**src/rtl/msk_sym_pkg.sv**
```systemverilog
// Shared types and width helpers for the msk_sym_sync symbol timing recovery block.
package msk_sym_pkg;

  typedef logic [0:0] state_t;
  localparam state_t S_ACQ = 1'b0;
  localparam state_t S_TRK = 1'b1;

  // Encoding doubles as the debug step_o pulse value
  typedef enum logic [1:0] {
    STEP_NONE = 2'b00,
    STEP_ADV  = 2'b01,
    STEP_RET  = 2'b10
  } step_t;

  localparam int DEF_WIQ   = 16;
  localparam int DEF_N_TRK = 16;

  function automatic int mag_w(input int wiq);
    return wiq + 1;
  endfunction

  function automatic int err_w(input int wiq);
    return wiq + 2;
  endfunction

  function automatic int acc_w(input int wiq, input int n_trk);
    return wiq + 3 + $clog2(n_trk);
  endfunction

  localparam int MAG_W = mag_w(DEF_WIQ);
  localparam int ERR_W = err_w(DEF_WIQ);
  localparam int ACC_W = acc_w(DEF_WIQ, DEF_N_TRK);

endpackage

```
**src/rtl/msk_el_ted.sv**
```systemverilog
// Early-late gate timing error: e = (|I|+|Q|)late - (|I|+|Q|)early, with saturating abs.
module msk_el_ted
  import msk_sym_pkg::*;
#(
  parameter int WIQ = DEF_WIQ
) (
  input  logic signed [WIQ-1:0]   early_i,
  input  logic signed [WIQ-1:0]   early_q,
  input  logic signed [WIQ-1:0]   late_i,
  input  logic signed [WIQ-1:0]   late_q,
  output logic signed [WIQ+1:0]   err
);

  localparam int MW = mag_w(WIQ);

  logic [MW-1:0] m_early;
  logic [MW-1:0] m_late;

  // The most negative code has no positive twin, so it is clamped to the max positive
  function automatic logic [WIQ-1:0] sat_abs(input logic signed [WIQ-1:0] x);
    if (x == {1'b1, {(WIQ-1){1'b0}}})
      return {1'b0, {(WIQ-1){1'b1}}};
    else if (x[WIQ-1])
      return -x;
    else
      return x;
  endfunction

  assign m_early = {1'b0, sat_abs(early_i)} + {1'b0, sat_abs(early_q)};
  assign m_late  = {1'b0, sat_abs(late_i)}  + {1'b0, sat_abs(late_q)};
  assign err     = $signed({1'b0, m_late}) - $signed({1'b0, m_early});

endmodule

```
**src/rtl/msk_sym_sync.sv**
```systemverilog
// Symbol timing recovery/decimator: early-late TED, skip/stall phase counter, ACQ/TRK lock FSM.
// Optional debug outputs ted_err_o/step_o are built when MSK_SYM_SYNC_DBG_EN is defined.
module msk_sym_sync
  import msk_sym_pkg::*;
#(
  parameter int OSF      = 20,
  parameter int WIQ      = DEF_WIQ,
  parameter int EL_OFF   = 2,
  parameter int N_ACQ    = 4,
  parameter int N_TRK    = DEF_N_TRK,
  parameter int THRESH   = 2048,
  parameter int LOCK_WIN = 8,
  parameter int LOSS_WIN = 4
) (
  input  logic                       clk,
  input  logic                       rst,
  input  logic signed [WIQ-1:0]      i_in,
  input  logic signed [WIQ-1:0]      q_in,
  input  logic                       iq_val_i,
  output logic signed [WIQ-1:0]      i_sym,
  output logic signed [WIQ-1:0]      q_sym,
  output logic                       sym_val_o,
  output logic                       lock_o,
  output logic [$clog2(OSF)-1:0]     phase_o
`ifdef MSK_SYM_SYNC_DBG_EN
  ,
  output logic signed [WIQ+1:0]      ted_err_o,
  output logic [1:0]                 step_o
`endif
);

  localparam int CW  = $clog2(OSF);
  localparam int EW  = err_w(WIQ);
  localparam int AW  = acc_w(WIQ, N_TRK);
  localparam int DL  = 2 * EL_OFF;
  localparam int WCW = $clog2(N_TRK) + 1;
  localparam int LKW = $clog2(LOCK_WIN + 1);
  localparam int LSW = $clog2(LOSS_WIN + 1);

  localparam logic [CW-1:0]        CNT_LAST = CW'(OSF - 1);
  localparam logic [CW-1:0]        CNT_DEC  = CW'(OSF / 2 + EL_OFF);
  localparam logic signed [AW-1:0] THR_POS  = AW'(THRESH);
  localparam logic signed [AW-1:0] THR_NEG  = AW'(-THRESH);

  logic [CW-1:0]          cnt;
  logic signed [WIQ-1:0]  dl_i [DL];
  logic signed [WIQ-1:0]  dl_q [DL];
  logic signed [EW-1:0]   err;
  logic signed [AW-1:0]   acc;
  logic signed [AW-1:0]   acc_next;
  logic [WCW-1:0]         win_cnt;
  logic [WCW-1:0]         win_last;
  logic [LKW-1:0]         nostep_cnt;
  logic [LSW-1:0]         loss_cnt;
  state_t                 state;
  step_t                  pending;
  step_t                  win_step;
  logic                   dec;
  logic                   wrap;
  logic                   win_end;

  // The incoming sample acts as tap 0, so the stored line only needs 2*EL_OFF registers
  msk_el_ted #(
    .WIQ(WIQ)
  ) u_ted (
    .early_i (dl_i[DL-1]),
    .early_q (dl_q[DL-1]),
    .late_i  (i_in),
    .late_q  (q_in),
    .err     (err)
  );

  assign dec      = iq_val_i && (cnt == CNT_DEC);
  assign wrap     = iq_val_i && (cnt == CNT_LAST);
  assign win_last = (state == S_ACQ) ? WCW'(N_ACQ - 1) : WCW'(N_TRK - 1);
  assign win_end  = dec && (win_cnt == win_last);
  assign acc_next = acc + {{(AW-EW){err[EW-1]}}, err};
  assign lock_o   = (state == S_TRK);
  assign phase_o  = cnt;

  always_comb begin
    win_step = STEP_NONE;
    if (acc_next > THR_POS)
      win_step = STEP_ADV;
    else if (acc_next < THR_NEG)
      win_step = STEP_RET;
  end

  always_ff @(posedge clk) begin
    if (rst) begin
      for (int k = 0; k < DL; k++) begin
        dl_i[k] <= '0;
        dl_q[k] <= '0;
      end
    end else if (iq_val_i) begin
      dl_i[0] <= i_in;
      dl_q[0] <= q_in;
      for (int k = 1; k < DL; k++) begin
        dl_i[k] <= dl_i[k-1];
        dl_q[k] <= dl_q[k-1];
      end
    end
  end

  // RET needs no extra state: clearing pending while holding OSF-1 makes the next valid wrap normally
  always_ff @(posedge clk) begin
    if (rst) begin
      cnt     <= '0;
      pending <= STEP_NONE;
    end else begin
      if (iq_val_i) begin
        if (cnt == CNT_LAST) begin
          case (pending)
            STEP_ADV: cnt <= CW'(1);
            STEP_RET: cnt <= CNT_LAST;
            default:  cnt <= '0;
          endcase
        end else begin
          cnt <= cnt + 1'b1;
        end
      end
      if (wrap)
        pending <= STEP_NONE;
      if (win_end)
        pending <= win_step;
    end
  end

  always_ff @(posedge clk) begin
    if (rst) begin
      acc     <= '0;
      win_cnt <= '0;
    end else if (dec) begin
      if (win_end) begin
        acc     <= '0;
        win_cnt <= '0;
      end else begin
        acc     <= acc_next;
        win_cnt <= win_cnt + 1'b1;
      end
    end
  end

  always_ff @(posedge clk) begin
    if (rst) begin
      state      <= S_ACQ;
      nostep_cnt <= '0;
      loss_cnt   <= '0;
    end else if (win_end) begin
      if (state == S_ACQ) begin
        if (win_step != STEP_NONE) begin
          nostep_cnt <= '0;
        end else if (nostep_cnt == LKW'(LOCK_WIN - 1)) begin
          state      <= S_TRK;
          nostep_cnt <= '0;
          loss_cnt   <= '0;
        end else begin
          nostep_cnt <= nostep_cnt + 1'b1;
        end
      end else begin
        if (win_step == STEP_NONE) begin
          loss_cnt <= '0;
        end else if (loss_cnt == LSW'(LOSS_WIN - 1)) begin
          state      <= S_ACQ;
          loss_cnt   <= '0;
          nostep_cnt <= '0;
        end else begin
          loss_cnt <= loss_cnt + 1'b1;
        end
      end
    end
  end

  always_ff @(posedge clk) begin
    if (rst) begin
      sym_val_o <= 1'b0;
      i_sym     <= '0;
      q_sym     <= '0;
    end else begin
      sym_val_o <= dec;
      if (dec) begin
        i_sym <= dl_i[EL_OFF-1];
        q_sym <= dl_q[EL_OFF-1];
      end
    end
  end

`ifdef MSK_SYM_SYNC_DBG_EN
  always_ff @(posedge clk) begin
    if (rst) begin
      ted_err_o <= '0;
      step_o    <= 2'b00;
    end else begin
      if (dec)
        ted_err_o <= err;
      step_o <= wrap ? pending : STEP_NONE;
    end
  end
`endif

endmodule

```
**config.mk**
```make
export PLATFORM = sky130hd
export DESIGN_NAME = msk_sym_sync
export DESIGN_NICKNAME = d
export VERILOG_FILES = /design/src/rtl/msk_sym_pkg.sv /design/src/rtl/msk_el_ted.sv /design/src/rtl/msk_sym_sync.sv
export SDC_FILE = /design/constraint.sdc
export NUM_CORES = 1
export LEC_CHECK = 0
export ABC_AREA = 0
export ABC_CLOCK_PERIOD_IN_PS = 18350
export CAP_MARGIN = 20
export CORE_ASPECT_RATIO = 0.5
export CORE_UTILIZATION = 44
export CTS_CLUSTER_DIAMETER = 50
export DETAILED_ROUTE_END_ITERATION = 8
export GPL_TIMING_DRIVEN = 0
export PLACE_DENSITY = 0.62
export SYNTH_ARGS = -nofsm -noshare
export SYNTH_HDL_FRONTEND = slang
export SYNTH_SLANG_ARGS = --single-unit
```
**constraint.sdc**
```tcl
create_clock -name clk -period 18.35 [get_ports clk]
set_clock_uncertainty 0.1 [all_clocks]
set_input_delay 2.7525 -clock clk [delete_from_list [all_inputs] [get_ports clk]]
set_output_delay 2.7525 -clock clk [all_outputs]
set_load 0.02 [all_outputs]
```
## Yosys cells after proc, flatten, opt, wreduce, memory -nomap -nowiden

Memories as Yosys holds them, arrays and structs flattened.
Cells that the tools add are included.

| word-level totals | value |
|---|---|
| input bits | 35 |
| memories | 2 |
| logic and storage cells | 102 |
| output and inout bits | 39 |
| register bits | 76 |
| ROM bits | 0 |
| RAM bits | 128 |
| latch bits | 0 |

| cells by class | value |
|---|---|
| add/subtract/negate cells | 12 |
| bitwise operators | 8 |
| shift operators | 0 |
| reduce and logical (&&, ||, !) cells | 9 |
| $mul | 0 |
| equal/unequal tests | 14 |
| div/mod/pow operators | 0 |
| magnitude comparators | 2 |
| multiplexer cells | 45 |

Memory list:

| memory | words | width | read ports | clocked after memory_dff | write ports | RTL line | RTL |
|---|---|---|---|---|---|---|---|
| dl_i | 4 | 16 | 4 | 0 | 4 | msk_sym_sync.sv:46 | `logic signed [WIQ-1:0] dl_i [DL];` |
| dl_q | 4 | 16 | 4 | 0 | 4 | msk_sym_sync.sv:47 | `logic signed [WIQ-1:0] dl_q [DL];` |

Operators with widths:

| cell | count |
|---|---|
| 2-to-1 mux 16 bit | 16 |
| == test 16 bit, second input constant | 4 |
| negator 16 bit | 4 |
| adder 16 x 16 -> 17 bit | 2 |
| 2-to-1 mux 4 bit | 6 |
| adder 23 bit | 1 |
| greater-than comparator 23 x 13 -> 1 bit, second input constant | 1 |
| less-than comparator 23 x 12 -> 1 bit, second input constant | 1 |
| 2-to-1 mux 23 bit | 1 |
| subtractor 17 x 17 -> 18 bit | 1 |
| 2-to-1 mux 3 bit | 5 |
| adder 5 x 1 -> 5 bit, second input constant | 2 |
| 2-to-1 mux 1 bit | 10 |
| 2-to-1 mux 5 bit | 2 |
| case mux 5 bit (2 select lines) | 1 |
| 2-to-1 mux 2 bit | 4 |
| bitwise OR 1 bit | 8 |
| AND reduction 3 bit | 2 |
| nonzero test 2 bit | 3 |
| == test 5 x 4 -> 1 bit | 1 |
| == test 5 x 4 -> 1 bit, second input constant | 1 |
| == test 5 bit, second input constant | 1 |
| adder 4 x 1 -> 4 bit, second input constant | 1 |
| == test 4 x 3 -> 1 bit, second input constant | 1 |
| other kinds (8) | 11 |

## Longest topological paths before layout

An unclocked memory read counts as a cell.

| depth | value |
|---|---|
| depth after elaboration | 13 |
| mapped depth | 37 |
| depth with buffers taken out | 36 |

## Modules after synthesis

From an unflattened synthesis, not the netlist that was laid out.

| second synthesis, totals | value |
|---|---|
| cell total of the unflattened synthesis | 1299 |
| area, all modules | 12428.2 um2 |

Modules (own cells, without submodules):

| module | area an instance (um2) | cells an instance | times used |
|---|---|---|---|
| msk_sym_sync | 9285.2 | 857 | 1 |
| msk_el_ted | 3143.0 | 442 | 1 |

## Worst setup path after synthesis

Ideal clock, no wire load.

| timing | value |
|---|---|
| kind | input -> register |
| from | in i_in[5] |
| to | reg loss_cnt[2] |
| slack | 7.990 ns |
| library setup time | 0.122 ns |
| arrival time | 10.139 ns |
| stages on the path | 34 |
| data required time | 18.128 ns |
| path through | nor4_1 -> nand3_1 -> or3_1 -> clkbuf_1 -> nand2_1 -> fa_1 -> inv_1 -> fa_1 -> inv_1 -> ha_1 -> fa_1 -> a21o_1 -> a21oi_1 -> o21bai_1 -> a21o_1 -> a21oi_1 -> o21ai_0 -> a22oi_1 -> a21oi_1 -> a21o_1 -> a21oi_1 -> xnor2_1 -> ha_1 -> a21oi_1 -> a21boi_0 -> a311oi_1 -> nor2_1 -> or4_4 -> a21oi_2 -> xnor3_1 -> or4_4 -> o21ai_2 -> a21oi_2 -> o311a_1 |

| between the ends | value |
|---|---|
| longest elaborated chain between the ends | 12 |

RTL lines:

| what | RTL line | RTL |
|---|---|---|
| from (decl) | msk_sym_sync.sv:17 | `input logic signed [WIQ-1:0] i_in,` |
| negator 16 bit | msk_el_ted.sv:24 | `return -x;` |
| 2-to-1 mux 16 bit | msk_el_ted.sv:23 | `else if (x[WIQ-1])` |
| 2-to-1 mux 16 bit (*) | msk_el_ted.sv:21 | `if (x == {1'b1, {(WIQ-1){1'b0}}})` |
| adder 16 x 16 -> 17 bit (*) | msk_el_ted.sv:30 | `assign m_late = {1'b0, sat_abs(late_i)} + {1'b0, sat_abs(late_q)};` |
| subtractor 17 x 17 -> 18 bit (*) | msk_el_ted.sv:31 | `assign err = $signed({1'b0, m_late}) - $signed({1'b0, m_early});` |
| adder 23 bit (*) | msk_sym_sync.sv:77 | `assign acc_next = acc + {{(AW-EW){err[EW-1]}}, err};` |
| less-than comparator 23 x 12 -> 1 bit | msk_sym_sync.sv:85 | `else if (acc_next < THR_NEG)` |
| 2-to-1 mux 2 bit | msk_sym_sync.sv:85 |  |
| 2-to-1 mux 2 bit (*) | msk_sym_sync.sv:83 | `if (acc_next > THR_POS)` |
| nonzero test 2 bit / logical NOT 2 bit (equally long branches) | msk_sym_sync.sv:151, msk_sym_sync.sv:161 |  |
| != test 2 bit (no line) / 2-to-1 mux 3 bit (equally long branches) | -- |  |
| AND reduction 3 bit (no line) / 2-to-1 mux 3 bit (equally long branches) | -- |  |
| to (signal assigned) | msk_sym_sync.sv:168 | `loss_cnt <= loss_cnt + 1'b1;` |
| to (decl) | msk_sym_sync.sv:54 | `logic [LSW-1:0] loss_cnt;` |

Every way passes the cells marked *; elsewhere a longest branch is shown, timed or not.
A chain may end at the register's enable or synchronous reset.

## Final worst setup path

| timing | value |
|---|---|
| from | in i_in[3] |
| to | reg loss_cnt[2] |

Same word-level chain as after synthesis.

==> impl_metrics.json <==
{
  "status": "complete, no violations",
  "synth-warning-count": 0,
  "crit_buf_inv": 4,
  "root_buffer": "clkbuf_16",
  "grt_max_degree": 66,
  "ctsHoldBuffers": 0,
  "whs_path_depth": 1,
  "nets": 1486,
  "ys_ff_latch": 204,
  "port_buffers": 71,
  "finalWirelength_um": 30200,
  "synth_nets": 1390,
  "cpLargestDelayFamily": "compound AO/OA/AOI/OAI gates",
  "cts_inserted_buffers": 21,
  "die_w_um": 237,
  "crit_slowest_cell": "nor4_1",
  "relSlewSlack_pct": 36.0,
  "worstHoldPathType": "reg -> reg",
  "layout-drive-gt1-share_pct": 4.21,
  "regToRegStartpoint": "dl_q[3][0]$_SDFFCE_PN0P_",
  "path_max_fanout": 10,
  "crit_type": "in -> reg",
  "worstMarginPinSlew_ps": 946,
  "syn_inst": 1268,
  "cp.depth": 35,
  "power_density_nw_per_um2": 127,
  "cp.required_ps": 18650,
  "synth_edf_count": 128,
  "synthArstFlopShare_pct": 0,
  "period_share_pct": 63.8,
  "dp_hpwl_um": 23500,
  "timing.fmax_ghz": 0.0854,
  "start_util_pct": 45.4,
  "end_kind": "flop",
  "fin_crit_ps": 11710,
  "critPathLaunchType": "input pin",
  "post-place-ws_ps": 6140,
  "ios": 74,
  "nFillCells": 2464,
  "area_growth_pct": 15.2,
  "rows": 42,
  "ir_drop_mv": 0.0617,
  "cpMostUsedCell": "a21oi_1",
  "drt-initial-drc-count": 725,
  "clk_latency_ps": 510,
  "report.final.slew_viol_count": 0,
  "fin_hold_ws_ps": 344,
  "clk_path_buf_depth": 3,
  "cts_sinks": 204,
  "grt_pass1_wl_um": 48000,
  "gp_congestion": 0.906,
  "cp-startpoint": "i_in[3]",
  "track_usage_pct": 21.8,
  "p_leak_nw": 5.51,
  "synthTopCellsByArea": "edfxtp_1, dfxtp_1, and2_1, ha_1, fa_1",
  "route.detailed.drc": 0,
  "wl_per_cell_um": 17.5,
  "synth_commonest_cells": "and2_1, nand2_1, edfxtp_1",
  "clkSlewWorstSetupHoldPaths_ps": 60,
  "cts_resized": 0,
  "postRouteAntennaNets": 0,
  "die_h_um": 120,
  "vias_per_cell": 5.41,
  "grt_overflow": 0,
  "critPathMaxStageDelay_ps": 600,
  "rsz0062_at_grt": "no",
  "arrival_ps": 12010,
  "r2r_cells": 37,
  "antenna_found_initial": 0,
  "setup_viol_count_final": 0,
  "tritoncts": "done",
  "hp-start": "loss_cnt[2]$_SDFFE_PP0P_",
  "design.core.area_um2": 26800,
  "synth_top_area_cell": "edfxtp_1",
  "setup_tns_ps": 0,
  "fin_ws_ps": 6640,
  "die_area_um2": 28400,
  "diodes": 0,
  "dr.pass1.iters": 5,
  "cap_violations": 0,
  "synth_area_um2": 12200,
  "hold_viol_final": 0,
  "synth_top_area_share_pct": 31.6,
  "cts_setup_buffers": 0,
  "synthDistinctLibCells": 73,
  "synth-main-ff-cell": "edfxtp_1",
  "first_global_vias": 9077,
  "synth-seq-area-share_pct": 44.1,
  "htree_levels": 1,
  "syn_area_per_cell_um2": 9.60,
  "via_count": 9366
}
final timing paths:
kind	slack, ps	to
setup reg to reg	8140	loss_cnt[2]$_SDFFE_PP0P_
hold reg to reg	340	loss_cnt[2]$_SDFFE_PP0P_
hold / removal	340	loss_cnt[2]$_SDFFE_PP0P_
setup / recovery	6640	loss_cnt[2]$_SDFFE_PP0P_
worst register-to-register path, delay by kind of cell, from the launching register on:
kind                     cells  cell delay, ps
adder cells (fa/ha/maj)      6            2230
AND/OR/NAND/NOR              8            2810
AO/OA/AOI/OAI               17            3330
flip-flops                   1             440
XOR/XNOR                     2             590
buffers and inverters        4             600
sequential cells by signal (all words and copies together) (netlist names):
name and cells:
lock_o 1, q_sym 16, nostep_cnt 4, loss_cnt 3, acc 23, sym_val_o 1
dl_i 64, phase_o 5, win_cnt 5, dl_q 64, pending 2, i_sym 16
metal layers:
layer / up-vias / GRT usage, % / part of all wire, %
li1: 4584 / - / -
met3: 38 / 3.13 / 4.9
met1: 4550 / 31.7 / 49
met2: 194 / 34.4 / 44
met4: 0 / 4.76 / 1.8
met5: - / 0 / 0
placed cells by master (no fill, tap or decap), types with 7 or more instances in the layout:
cell type,n
nor3_1,27
nand3_1,27
nand4_1,14
or4_1,7
clkdlybuf4s50_1,71
a31oi_1,9
o31ai_1,15
a21o_1,11
xnor2_1,52
nand2_1,129
o21ai_0,32
nor2b_1,9
or3_1,9
dfxtp_1,76
a21oi_1,88
and3_1,9
a211oi_1,7
clkbuf_16,22
ha_1,54
nor4_1,7
inv_1,89
nand2b_1,11
a22oi_1,15
edfxtp_1,128
xor2_1,22
and2_1,129
nor2_1,100
clkbuf_1,53
fa_1,33
kinds of logic after synthesis:
| logic type | share of synthesized area (%) |
|---|---|
| compound gates | 13.0 |
| xor+xnor | 5.51 |
| fa+ha+maj | 11.0 |
| buf+inv | 4.58 |
| flops | 44.1 |
| mux | 0.586 |
| simple gates | 21.2 |
stage by stage:
stage / std cells / util [%] / total power [W] / cell area (um2)
floorplan: 1268 / - / 0.00116 / 12200
global placement: 1691 / 49.7 / 0.00134 / 13300
detailed placement: 1692 / 49.8 / 0.00136 / 13400
CTS: 1730 / 52.3 / 0.00178 / 14000
global route: 1731 / 52.3 / 0.00190 / 14000
finish: 1731 / 52.3 / 0.00178 / 14000
area by class of cell:
type,count,area (um2),area share [%]
plain buffers,56,223,1.59
clock buffers,27,569,4.06
clock inverters,11,93.8,0.669
inverters,89,334,2.38
multi-input cells,919,6250,44.6
flip-flops and latches,204,5370,38.3
well taps,352,440,3.14
repair buffers,73,746,5.32
power breakdown:
group,internal [W],switching (W)
registers,0.000509,0.0000104
logic,0.000329,0.000513
clock network,0.000236,0.000182
total,0.00107,0.000705
Note: power is estimated with default switching activity, not from simulation.
==> RTL change, RTL diff (same flow settings) <==
Set the package constant `DEF_WIQ` to 24 (it was 16).
--- a/src/rtl/msk_sym_pkg.sv
+++ b/src/rtl/msk_sym_pkg.sv
@@ -13,5 +13,5 @@
   } step_t;
 
-  localparam int DEF_WIQ   = 16;
+  localparam int DEF_WIQ   = 24;
   localparam int DEF_N_TRK = 16;
 
Interface: changed (resized i_in, i_sym, q_in and q_sym); port bits go from 74 to 106. The function was not compared with the original's and may differ.
==> RTL change against the unedited design <==
Die area up 44%. Cell area up 45%. Critical endpoint is now nostep_cnt[0]. Synthesized area up 44%. Worst setup slack worse by 1.6 ns. Largest power group unchanged. Final cell count up 45%. Routed wire length up 53%. Sequential cell count up 88. Clock power up 52%. Total power up 52%.
==> RTL change: results (changes against the unedited design) <==
| Metric | Value |
|---|---|
| DRT met1 WL | 23.0 mm (was 14.9 mm) |
| Slew @ Worst Pin | 1.16 ns (was 0.946 ns) |
| Signal buffers | 186 (was 129) |
| Initial antenna violation count | 5 (was 0) |
| CP max-delay cell | or4_1 (was nor4_1) |
| DR WL met2 | 19.4 mm (was 13.3 mm) |
| WHS Path Cells | 2 (was 1) |
| Switching Share | 41.6% (was 39.7%) |
| Vias per cell | 5.34 (was 5.41) |
| R2R Setup Slk | 6.98 ns (was 8.14 ns) |
| Netlist cell types | 78 (was 73) |
| Share of post-route cells with drive strength above 1 | 4.04% (was 4.21%) |
| Grt met2 use | 33.4% (was 34.4%) |
| Area of the multi-input gates | 9020 µm² (was 6250 µm²) |
| Top cells by count, synth | 201 x and2_1, 192 x edfxtp_1, 188 x nand2_1 (was 129 x and2_1, 129 x nand2_1, 128 x edfxtp_1) |
| Biggest regs | dl_i (96), dl_q (96), acc (31) (was dl_i (64), dl_q (64), acc (23)) |
| Met3 wire length | 2.77 mm (was 1.49 mm) |
| Fraction of area in multi-input gates | 44.3% (was 44.6%) |
| PortBufs | 103 (was 71) |
| First-pass GRT wire length | 70.5 mm (was 48.0 mm) |
| Comb_multi_in | 1324 (was 919) |
| Kind of cell adding the most delay to the critical path | simple AND/OR/NAND/NOR gates (was compound AO/OA/AOI/OAI gates) |
| WHS Endpoint | i_sym[22] (was loss_cnt[2]) |
| P per Cell Area | 133 nW/µm² (was 127 nW/µm²) |
| Cell Area, Placed | 19300 µm² (was 13400 µm²) |
| Worst vdd ir | 0.0763 mV (was 0.0617 mV) |
| Num CTS Buffers | 30 (was 21) |
| DP Cell Count | 2454 (was 1692) |
| Met3 global-route usage | 3.66% (was 3.13%) |
| Largest cells by area after synthesis | edfxtp_1 33%, dfxtp_1 11%, and2_1 7.2% (was edfxtp_1 32%, dfxtp_1 13%, and2_1 6.6%) |
| # clk buffers | 37 (was 27) |
| Seq cells | 292 (was 204) |
| HP Start | i_sym[22] (was loss_cnt[2]) |
| Iteration-0 DRC Markers | 1257 (was 725) |
| Nets | 2124 (was 1486) |
| Total vias in the final route | 13417 (was 9366) |
| Avg Cell Area, Syn | 9.65 µm² (was 9.60 µm²) |
| Worst r2r path cells | 40 (was 37) |
| # Taps | 530 (was 352) |
| Number of non-clock inverters | 122 (was 89) |
| Leak | 0.00786 µW (was 0.00551 µW) |
| Sequential share of power | 27.7% (was 29.2%) |
| ClkCell Share | 5.13% (was 4.73%) |
| RePlAce Congestion | 0.942 (was 0.906) |
| WHS | 0.352 ns (was 0.344 ns) |
| Met1 usage | 33.9% (was 31.7%) |
| Sequential area share after synthesis | 44.3% (was 44.1%) |
| Outcome | complete, no violations (unchanged) |
| Number of global-route vias before repair | 12363 (was 9077) |
| Clock latency on the worst-skew pair | 0.60 ns (was 0.51 ns) |
| Gr usage total | 22.5% (was 21.8%) |
| Final wirelength | 46.2 mm (was 30.2 mm) |
## RTL change: changes by cell type after synthesis, moves of 12 or more
cell	delta
a21oi_1	+30
ha_1	+14
dfxtp_1	+24
inv_1	+33
xnor2_1	+34
or3_1	+13
or4_1	+12
clkbuf_1	+28
and2_1	+72
o21ai_0	+22
nor2_1	+48
edfxtp_1	+64
nand2_1	+59
fa_1	+16
## RTL change: logic make-up (layout without fill, tap and decap cells)
| kind of cell | Yosys count | in the layout | synth area share (%) |
|---|---|---|---|
| buffers and inverters | 202 | 364 | 4.32 |
| AND/OR/NAND/NOR | 723 | 723 | 21.2 |
| multiplexers | 6 | 6 | 0.421 |
| XOR/XNOR | 120 | 120 | 6.03 |
| other | 0 | 3 | 0 |
| flip-flops | 292 | 292 | 44.3 |
| AO/OA/AOI/OAI | 358 | 358 | 13.3 |
| adder cells (fa/ha/maj) | 117 | 117 | 10.4 |
